### src/rtl/event_dispatch.sv
// rtl/event_dispatch.sv - priority-queue head dispatcher with optimism window and output FIFO
// Pops in-window events from the queue head into a small FIFO that feeds the cores.
module event_dispatch #(
    parameter int WIDTH   = 32,
    parameter int CMP_WID = 16,
    parameter int WINDOW  = 256,
    parameter int FIFO_AW = 2
) (
    input  logic               clk,
    input  logic               rst,
    input  logic [WIDTH-1:0]   pq_data,
    input  logic               pq_empty,
    output logic               pq_deq,
    input  logic [CMP_WID-1:0] gvt,
    input  logic               gvt_valid,
    output logic               out_valid,
    output logic [WIDTH-1:0]   out_data,
    input  logic               out_ready,
    output logic               throttled,
    output logic [31:0]        disp_cnt
);
    localparam int DEPTH = 1 << FIFO_AW;
    localparam logic [FIFO_AW:0] FULL_CNT = {1'b1, {FIFO_AW{1'b0}}};

    localparam logic [1:0] S_IDLE     = 2'd0;
    localparam logic [1:0] S_RUN      = 2'd1;
    localparam logic [1:0] S_THROTTLE = 2'd2;

    logic [1:0]         r_state;
    logic [1:0]         w_state_nxt;
    logic               r_throttled;
    logic [WIDTH-1:0]   r_mem [DEPTH];
    logic [FIFO_AW-1:0] r_wr_ptr;
    logic [FIFO_AW-1:0] r_rd_ptr;
    logic [FIFO_AW:0]   r_cnt;
    logic [31:0]        r_disp_cnt;

    logic [CMP_WID-1:0] w_diff;
    logic               w_in_win;
    logic               w_fifo_full;
    logic               w_push;
    logic               w_pop;

    // Modular distance handles ts/gvt wrap; a set MSB means the event is behind gvt.
    assign w_diff      = pq_data[CMP_WID-1:0] - gvt;
    assign w_in_win    = (w_diff < CMP_WID'(WINDOW)) | w_diff[CMP_WID-1];
    assign w_fifo_full = (r_cnt == FULL_CNT);

    assign w_push = (r_state != S_IDLE) & gvt_valid & ~pq_empty & w_in_win & ~w_fifo_full;
    assign w_pop  = (r_cnt != '0) & out_ready;

    assign pq_deq    = w_push & ~rst;
    assign out_valid = (r_cnt != '0);
    assign out_data  = r_mem[r_rd_ptr];
    assign throttled = r_throttled;
    assign disp_cnt  = r_disp_cnt;

    always_comb begin
        w_state_nxt = r_state;
        case (r_state)
            S_IDLE:     if (gvt_valid) w_state_nxt = S_RUN;
            S_RUN:      if (~pq_empty & ~w_in_win) w_state_nxt = S_THROTTLE;
            S_THROTTLE: if (w_in_win | pq_empty) w_state_nxt = S_RUN;
            default:    w_state_nxt = S_IDLE;
        endcase
        if (!gvt_valid) w_state_nxt = S_IDLE;
    end

    always_ff @(posedge clk or posedge rst) begin
        if (rst) begin
            r_state     <= S_IDLE;
            r_throttled <= 1'b0;
        end else begin
            r_state     <= w_state_nxt;
            r_throttled <= (w_state_nxt == S_THROTTLE);
        end
    end

    always_ff @(posedge clk or posedge rst) begin
        if (rst) begin
            for (int i = 0; i < DEPTH; i++) r_mem[i] <= '0;
            r_wr_ptr   <= '0;
            r_rd_ptr   <= '0;
            r_cnt      <= '0;
            r_disp_cnt <= '0;
        end else begin
            if (w_push) begin
                r_mem[r_wr_ptr] <= pq_data;
                r_wr_ptr        <= r_wr_ptr + 1'b1;
            end
            if (w_pop) begin
                r_rd_ptr   <= r_rd_ptr + 1'b1;
                r_disp_cnt <= r_disp_cnt + 32'd1;
            end
            case ({w_push, w_pop})
                2'b10:   r_cnt <= r_cnt + 1'b1;
                2'b01:   r_cnt <= r_cnt - 1'b1;
                default: r_cnt <= r_cnt;
            endcase
        end
    end
endmodule

### config.mk
export PLATFORM = sky130hd
export DESIGN_NAME = event_dispatch
export DESIGN_NICKNAME = d
export VERILOG_FILES = /design/src/rtl/event_dispatch.sv
export SDC_FILE = /design/constraint.sdc
export NUM_CORES = 1
export LEC_CHECK = 0
export ABC_AREA = 1
export BUFFER_PORTS_ARGS = -buffer_cell sky130_fd_sc_hd__buf_2
export CAP_MARGIN = 20
export CELL_PAD_IN_SITES_DETAIL_PLACEMENT = 0
export CELL_PAD_IN_SITES_GLOBAL_PLACEMENT = 1
export CORE_MARGIN = 4
export CORE_UTILIZATION = 43
export DETAILED_ROUTE_END_ITERATION = 12
export PLACE_DENSITY_LB_ADDON = 0.08
export SETUP_SLACK_MARGIN = 0.15
export SYNTH_ARGS = -nofsm -noshare
export SYNTH_HDL_FRONTEND = slang
export SYNTH_SLANG_ARGS = --single-unit
### constraint.sdc
create_clock -name clk -period 5.5 [get_ports clk]
set_input_delay 0 -clock clk [delete_from_list [all_inputs] [get_ports clk]]
set_output_delay 0 -clock clk [all_outputs]
set_load 0.005 [all_outputs]
Word-level counts from Yosys, hierarchy flattened
Cells that the tools add are included.

cells by class
  bitwise gates (word level) = 15
  reductions and logical operators = 5
  $mul = 0
  shifts and indexed selects = 0
  divide/modulo/power cells = 0
  equal/unequal tests = 6
  add/subtract/negate cells = 6
  muxes and demuxes = 11
  order comparisons = 4

operators with widths
  operator                 count
  $bwmux W128              1
  $mux W32                 3
  $bmux W32 S2             1
  $demux W32 S2            1
  $add A32 B1 Y32 const B  1
  $lt A16 B9 Y1 const B    1
  $sub A16 B16 Y16         1
  $and A1 B1 Y1            7
  $eq A2 B2 Y1 const B     3
  $ge A3 B3 Y1 const B     2
  $mux W2                  3
  $not A2 Y3               2
  $pmux W2 S3              1
  $pmux W3 S2              1
  $add A2 B1 Y2 const B    2
  $eq A2 B1 Y1 const B     2
  $not A1 Y1               4
  $reduce_bool A2 Y1       2
  $add A3 B1 Y3 const B    1
  $eq A3 B3 Y1 const B     1
  $lt A3 B1 Y1 const B     1
  $reduce_bool A3 Y1       1
  $sub A3 B1 Y3 const B    1
  $logic_not A2 Y1         1
  other kinds (2)          3

word-level totals
  RAM bits = 0
  latch bits = 0
  register bits after elaboration = 170
  input port bits = 53
  memories kept = 0
  ROM bits = 0

Logic depth before layout (Yosys ltp)
Gate-level depths: netlist of run 1.

  depth after elaboration = 9
  depth in mapped cells = 24

Worst setup path before layout of run 1
OpenSTA, ideal clock, no wires.

  path type = in2reg
  start point = in gvt[9]
  end point = reg r_cnt[2]
  stages on the path = 22
  data arrival time = 2.307 ns
  slack = 3.062 ns
  required time = 5.369 ns
  path buffers = 1
  path through = inv_1 ha_1 nand2_1 inv_1 nand2_1 nand2_1 a21oi_1 nand2_1 nand2_1 nand2_1 nand2_1 nor2_1 nand2_1 nand2_2 buf_4 nand2_1 ha_1 inv_1 fa_1 a21oi_1 o21ai_0 xor2_1

between the ends
  longest elaborated chain between the ends = 7

RTL lines
  what                                               line  text
  from (decl)                                        14    input logic [CMP_WID-1:0] gvt,
  $sub A16 B16 Y16 *                                 45    assign w_diff = pq_data[CMP_WID-1:0] - gvt;
  $lt A16 B9 Y1                                      46    assign w_in_win = (w_diff < CMP_WID'(WINDOW)) | w_diff[CMP_WID-1];
  $or A1 B1 Y1 *                                     46
  $and A1 B1 Y1 * (2 in a row)                       49    assign w_push = (r_state != S_IDLE) & gvt_valid & ~pq_empty & w_in_win & ~w_fifo_full;
  $eq A2 B1 Y1 or $eq A2 B2 Y1 (tied branches)       95    case ({w_push, w_pop})
  $pmux W3 S2 or $reduce_bool A2 Y1 (tied branches)  --
  to (signal assigned)                               96    2'b10: r_cnt <= r_cnt + 1'b1;
  to (signal assigned)                               97    2'b01: r_cnt <= r_cnt - 1'b1;
  to (signal assigned)                               98    default: r_cnt <= r_cnt;
  to (decl)                                          35    logic [FIFO_AW:0] r_cnt;

Mark *: on every way between the ends. The rest lies on a longest branch, timed or not.
A chain may end at the register's enable or synchronous reset.

Final worst setup path of run 1
  start point = in pq_data[9]
  end point = reg r_mem[72] (netlist name)

between the ends
  longest elaborated chain between the ends = 5

RTL lines
  what                             line  text
  from (decl)                      11    input logic [WIDTH-1:0] pq_data,
  $sub A16 B16 Y16 *               45
  $lt A16 B9 Y1                    46
  $or A1 B1 Y1 *                   46
  $and A1 B1 Y1 * (2 in a row)     49
  to (signal, indexed assignment)  88    r_mem[r_wr_ptr] <= pq_data;
  to (decl)                        32    logic [WIDTH-1:0] r_mem [DEPTH];

Marks and branches as above.

==> flow_summary.json, run 1 <==
{
  "status": "finished, final reports clean",
  "synth_mux_area_share_pct": 0,
  "ioPinCount": 120,
  "avgRoutedWirePerCell_um": 16.7,
  "drive_above_1_share_pct": 13.7,
  "synth_simple_gate_area_share_pct": 32.6,
  "rsz0062_at_grt": "false",
  "cp.required_ps": 5820,
  "crit_fanout": 78,
  "final_max_slew_viol_count": 0,
  "final_nets": 1363,
  "grt.total_usage_pct": 22.2,
  "criticalPathCategory": "input port to flip-flop",
  "rows": 53,
  "finalHoldViolCount": 0,
  "drc": 0,
  "start_util_pct": 43.8,
  "ys_seq_area_share_pct": 46.1,
  "synth_top_family_by_area": "simple AND/OR/NAND/NOR gates",
  "final_common_cell": "nand2_1",
  "synth_xor_area_share_pct": 3.13,
  "overflow": 0,
  "routed_wl_um": 26300,
  "r2r_cells": 7,
  "coreArea_sq_um": 21100,
  "grt_pass1_vias": 8068,
  "gp_congestion": 0.821,
  "cap_viol_max_count": 0,
  "synth_area_per_cell_sq_um": 7.83,
  "postCtsSetupBuffers": 0,
  "max_freq_ghz": 0.261,
  "hpwlAfterDp_um": 15700,
  "yosys-top-cells-area": "dfrtp_1, nand2_1, nand4_1",
  "r2r_start": "r_state[1]$_DFF_PP0_",
  "cts_buffers": 17,
  "clkSinkCount": 170,
  "worst_skew_pair.late_latency_ps": 440,
  "die_w_um": 155,
  "critical_path_arrival_ps": 4160,
  "synth_compound_area_share_pct": 6.85,
  "vias_per_cell": 5.26,
  "synthesis.nets": 1253,
  "ant_nets": 0,
  "port-buffer-count": 119,
  "worst_pin_slew_ps": 965,
  "yosys_warnings": 0,
  "relSlewSlack_pct": 35.7,
  "finalInstanceArea_sq_um": 10800,
  "ys.flop_type": "dfrtp_1",
  "clockRootBuffer": "clkbuf_16",
  "cts_max_level": 4,
  "initialDrtViolationCount": 682,
  "syn_to_final_growth_pct": 17.2,
  "tns_ps": 0,
  "syn_inst": 1179,
  "end_kind": "flip-flop",
  "placed_area_sq_um": 9850,
  "power_uw": 5010,
  "synth_fa_ha_area_share_pct": 2.93,
  "synth_area_leader_cell": "dfrtp_1",
  "period_needed_ps": 3840,
  "die_area_sq_um": 23900,
  "cts_tree": "built",
  "syn-cell-area_sq_um": 9230,
  "setup_viol": 0,
  "async_flop_share_pct": 100,
  "num_antenna_cells": 0,
  "ff2ff_setup_slack_ps": 2710,
  "ys_types": 34,
  "cts_buffer_depth": 2,
  "fin_skew_ps": 11.6,
  "hold_path.class": "input port to async pin",
  "p_leak_uw": 0.00580,
  "antenna_found_initial": 0,
  "dr_total_vias": 8302,
  "cts.repair.resized": 0,
  "ctsHoldBuffers": 36,
  "synth_top_area_share_pct": 46.1,
  "clk_pin_slew_ps": 70,
  "dr.pass1.iters": 5,
  "synth_edf_count": 0,
  "fillers": 2107,
  "worst_r2r_endpoint": "r_mem[72]$_DFFE_PP0P_",
  "grt_pass1_wl_um": 43200,
  "finalCritPeriodShare_pct": 69.7,
  "p_per_area_nw_per_um2": 463,
  "die_y_um": 155,
  "ys_seq_elements": 170,
  "worstSetupStartpointType": "input port",
  "grt_max_degree": 98,
  "ir_drop_mv": 0.229,
  "final_cell_mix": "nand2_1, dfrtp_1, nand4_1"
}
-- worst max path at each step --
stage | startpoint | to | slack, ps
after floorplan | rst | disp_cnt[0]$_DFFE_PP0P_ | 900
after global placement | pq_data[9] | r_mem[72]$_DFFE_PP0P_ | 1880
after detailed placement | pq_data[9] | r_mem[71]$_DFFE_PP0P_ | 1750
after CTS | pq_data[9] | r_mem[72]$_DFFE_PP0P_ | 1630
after global routing | pq_data[9] | r_mem[79]$_DFFE_PP0P_ | 1250
final | pq_data[9] | r_mem[72]$_DFFE_PP0P_ | 1660
-- kinds of logic (layout without fill, tap and decap cells) --
kind of cell	count (synthesis)	count (layout)
adder cells (fa/ha/maj)	21	21
AND/OR/NAND/NOR	671	671
flip-flops	170	170
AO/OA/AOI/OAI	113	113
buffers and inverters	171	294
XOR/XNOR	33	33
-- cell usage after synthesis (all sizes together), types with 2 or more instances --
cell	number
a21oi	9
and2	3
buf	31
clkbuf	46
dfrtp	170
ha	20
inv	94
nand2	389
nand3	28
nand3b	2
nand4	136
nor2	96
nor3	11
nor3b	4
nor4	2
o21ai	69
o22ai	32
xnor2	10
xor2	23
-- state kept, by name, indices dropped and copies added (netlist names) --
signal / cells
disp_cnt: 32
r_cnt: 3
r_mem: 128
r_rd_ptr: 2
r_state: 2
r_wr_ptr: 2
throttled: 1
-- worst max-delay path, stage by stage --
cell	delay (ps)
dlygate4sd3_1	530
buf_2	160
ha_1	380
nand2_1	120
nor2_1	190
and2_1	150
nand2_1	60
nand2_1	50
nand2_1	40
nand2_1	120
nand2_1	60
nor2_1	80
nand2_1	90
nand2_4	660
nand3_1	820
buf_4	460
nand2_1	80
nand2_1	50
-- routing by layer --
layer	share of wire, %	wire length, um	global-route usage (%)	up-vias
met4	0.97	255	4.71	0
met2	47	12300	35.3	204
met3	4.8	1250	3.75	20
li1	-	-	-	4130
met5	0	0	0	-
met1	48	12500	32.2	3948
-- power by group --
part           leakage (uW)  total (uW)  switching (uW)  internal [uW]
clock network      0.000273        1190             582            603
logic               0.00331        1930            1260            672
registers           0.00222        1890             232           1660
total               0.00580        5010            2080           2930
-- cell type report --
type	count	area [sq um]	share of cell area, %
clock buffers	17	425	3.93
multi-input cells	838	4210	38.9
clock inverters	15	150	1.39
repair buffers	168	1070	9.93
flip-flops and latches	170	4260	39.3
well taps	275	344	3.18
inverters	94	358	3.31
-- through the flow --
stage / utilization [%] / setup WS (ps) / hold slack (ps) / cells
2_1_floorplan: - / 897 / 31.1 / 1179
3_3_place_gp: 46.7 / 1880 / 283 / 1508
3_5_place_dp: 46.7 / 1750 / 270 / 1508
4_1_cts: 51.2 / 1630 / 355 / 1576
5_1_grt: 51.3 / 1250 / 382 / 1577
6_report: 51.3 / 1660 / 280 / 1577
Note: power is estimated with default switching activity, not from simulation.
==> run 2, diff against run 1 <==
Settings changed: ABC_AREA 1 to 0, CORE_UTILIZATION 43 to 48.
Clock period 5.5 ns to 3.9 ns, I/O delays scaled along.
==> flow_summary.json, run 2 <==
{
  "r2r_start": "r_cnt[0]$_DFFE_PP0P_",
  "die_area_sq_um": 20000,
  "grt.total_usage_pct": 19.2,
  "worstHoldPathCells": 3,
  "cp.required_ps": 4260,
  "largest-register": "r_mem",
  "critical_path_arrival_ps": 3880,
  "p_leak_uw": 0.00490,
  "end_kind": "flip-flop",
  "synth_top_area_share_pct": 49.9,
  "ys_seq_area_share_pct": 49.9,
  "crit_fanout": 9,
  "vias_per_cell": 5.38,
  "relSlewSlack_pct": 33.4,
  "rsz0062_at_grt": "false",
  "cap_viol_max_count": 0,
  "grt_pass1_wl_um": 30100,
  "synth_area_per_cell_sq_um": 14.6,
  "gp_congestion": 0.804,
  "dr_total_vias": 5306,
  "wl_met3_um": 844,
  "drt-met1-wl_um": 8720,
  "ir_drop_mv": 0.472,
  "postCtsSetupBuffers": 0,
  "clockRootBuffer": "clkbuf_16",
  "yosys-top-cells-area": "dfrtp_1, mux2_4, mux4_2",
  "power_uw": 6800,
  "clkSinkCount": 170,
  "avgRoutedWirePerCell_um": 18.8,
  "highest_layer": "met4",
  "ys.flop_type": "dfrtp_1",
  "synth_edf_count": 0,
  "finalHoldViolCount": 0,
  "path_cells": "dlygate4sd3_1 -> buf_2 -> ha_1 -> and3_4 -> a32o_1 -> or4_4 -> o2111ai_2 -> o311ai_2 -> a41oi_4 -> nand2b_4 -> ha_1 -> inv_1 -> fa_1 -> xor2_1 -> nor2_1 -> xor2_1",
  "worstSetupStartpointType": "input port",
  "finalInstanceArea_sq_um": 10300,
  "setup_viol": 0,
  "drive_above_1_share_pct": 44.5,
  "die_w_um": 141,
  "hpwlAfterDp_um": 12200,
  "syn_to_final_growth_pct": 20.9,
  "cts_tree": "built",
  "hold_path.class": "input port to flip-flop",
  "max_stage_delay_ps": 540,
  "final_cell_mix": "dfrtp_1, buf_2, mux2_4",
  "status": "finished, final reports clean",
  "synth_area_leader_cell": "dfrtp_1",
  "final_common_cell": "dfrtp_1",
  "finalCritPeriodShare_pct": 90.2,
  "ioPinCount": 120,
  "yosys_warnings": 0,
  "cts_buffer_depth": 2,
  "routed_wl_um": 18500,
  "ant_nets": 0,
  "cts.repair.resized": 0,
  "worst_pin_slew_ps": 999,
  "rows": 48,
  "p_per_area_nw_per_um2": 660,
  "r2r_cells": 8,
  "synth.most_common_cell": "dfrtp_1",
  "largest_reg_flops": 128,
  "grt_max_degree": 130,
  "fin_skew_ps": 11.6,
  "cp-endpoint": "r_cnt[2]$_DFFE_PP0P_",
  "worst_skew_pair.late_latency_ps": 430,
  "async_flop_share_pct": 100,
  "coreArea_sq_um": 17400,
  "fillers": 1402,
  "ff2ff_setup_slack_ps": 1140,
  "syn_inst": 585,
  "final_nets": 823,
  "start_util_pct": 49.1,
  "grt_pass1_vias": 5561,
  "tns_ps": 0,
  "num_antenna_cells": 0,
  "dr.pass1.iters": 4,
  "initialDrtViolationCount": 224,
  "placed_area_sq_um": 9330,
  "syn-cell-area_sq_um": 8530,
  "ys_top_cells_by_count": "dfrtp_1, mux2_4, mux2_2, mux4_2, xnor2_1",
  "ys_types": 51,
  "cts_max_level": 4,
  "dr_wl_met2_um": 8740,
  "clk_pin_slew_ps": 70,
  "worst_path_max_delay_cell": "dlygate4sd3_1",
  "worst_r2r_endpoint": "disp_cnt[31]$_DFFE_PP0P_",
  "ctsHoldBuffers": 36,
  "period_needed_ps": 3520,
  "final_max_slew_viol_count": 0,
  "antenna_found_initial": 0,
  "cts_buffers": 17,
  "drc": 0,
  "max_freq_ghz": 0.284,
  "overflow": 0,
  "crit_path_start": "pq_data[8]",
  "ys_seq_elements": 170,
  "utilization_pct": 59.4,
  "criticalPathCategory": "input port to flip-flop",
  "synthesis.nets": 659,
  "port-buffer-count": 119,
  "die_y_um": 141
}
==> run 2: cell count changes after synthesis, sizes merged, moves of 63 or more <==
cell,change
inv,-69
mux2,+130
nand2,-360
o21ai,-63
nor2,-79
nand4,-131
==> run 2: report_power, final <==
part	switching, uW	internal (uW)
Sequential	486	2390
Combinational	768	1460
Clock	835	866
==> run 2: cells by family (layout without fill, tap and decap cells) <==
kind of cell	Yosys count	in the layout	synth area share [%]
adder cells (fa/ha/maj)	21	21	3.17
flip-flops	170	170	49.9
buffers and inverters	48	225	3.27
multiplexers	164	164	29.1
AO/OA/AOI/OAI	44	44	4.05
AND/OR/NAND/NOR	95	95	6.02
XOR/XNOR	43	43	4.50
==> run 2: per-layer routing <==
layer / track usage [%] / vias to the layer above
met5: 0 / -
li1: - / 2447
met2: 30.2 / 119
met4: 5.20 / 0
met3: 4.79 / 18
met1: 27.0 / 2722
==> run 2: worst max-delay path: cells and delay by family <==
| kind | cells | cell delay, ps |
|---|---|---|
| AOI/OAI and AO/OA | 4 | 840 |
| xor gates and xnor gates | 2 | 300 |
| adders and majority gates | 3 | 980 |
| buffers and inverters | 3 | 760 |
| and+or+nand+nor | 4 | 1000 |
==> run 2: how the worst min path moves through the flow <==
stage                          from                 endpoint
final                     out_ready  r_rd_ptr[0]$_DFFE_PP0P_
after global routing      out_ready  disp_cnt[0]$_DFFE_PP0P_
after CTS                 out_ready  disp_cnt[0]$_DFFE_PP0P_
after detailed placement  gvt_valid     r_state[0]$_DFF_PP0_
after floorplan                 rst                   pq_deq
after global placement    gvt_valid     r_state[0]$_DFF_PP0_
==> run 2: stage by stage <==
| step | hold slack [ps] | cells | setup WS, ps |
|---|---|---|---|
| 6_report | 98.2 | 987 | 383 |
| 5_1_grt | 112 | 987 | 207 |
| 4_1_cts | 81.1 | 986 | 422 |
| 3_5_place_dp | 239 | 918 | 519 |
| 3_3_place_gp | 233 | 918 | 595 |
| 2_1_floorplan | 31.1 | 585 | 581 |
==> run 2: final cells by class <==
class / instances / area, sq um / area share [%]
Multi-Input combinational cell: 367 / 4000 / 38.7
Timing Repair Buffer: 168 / 1080 / 10.5
Inverter: 25 / 97.6 / 0.946
Clock inverter: 15 / 178 / 1.72
Clock buffer: 17 / 425 / 4.13
Tap cell: 225 / 282 / 2.73
Sequential cell: 170 / 4260 / 41.3
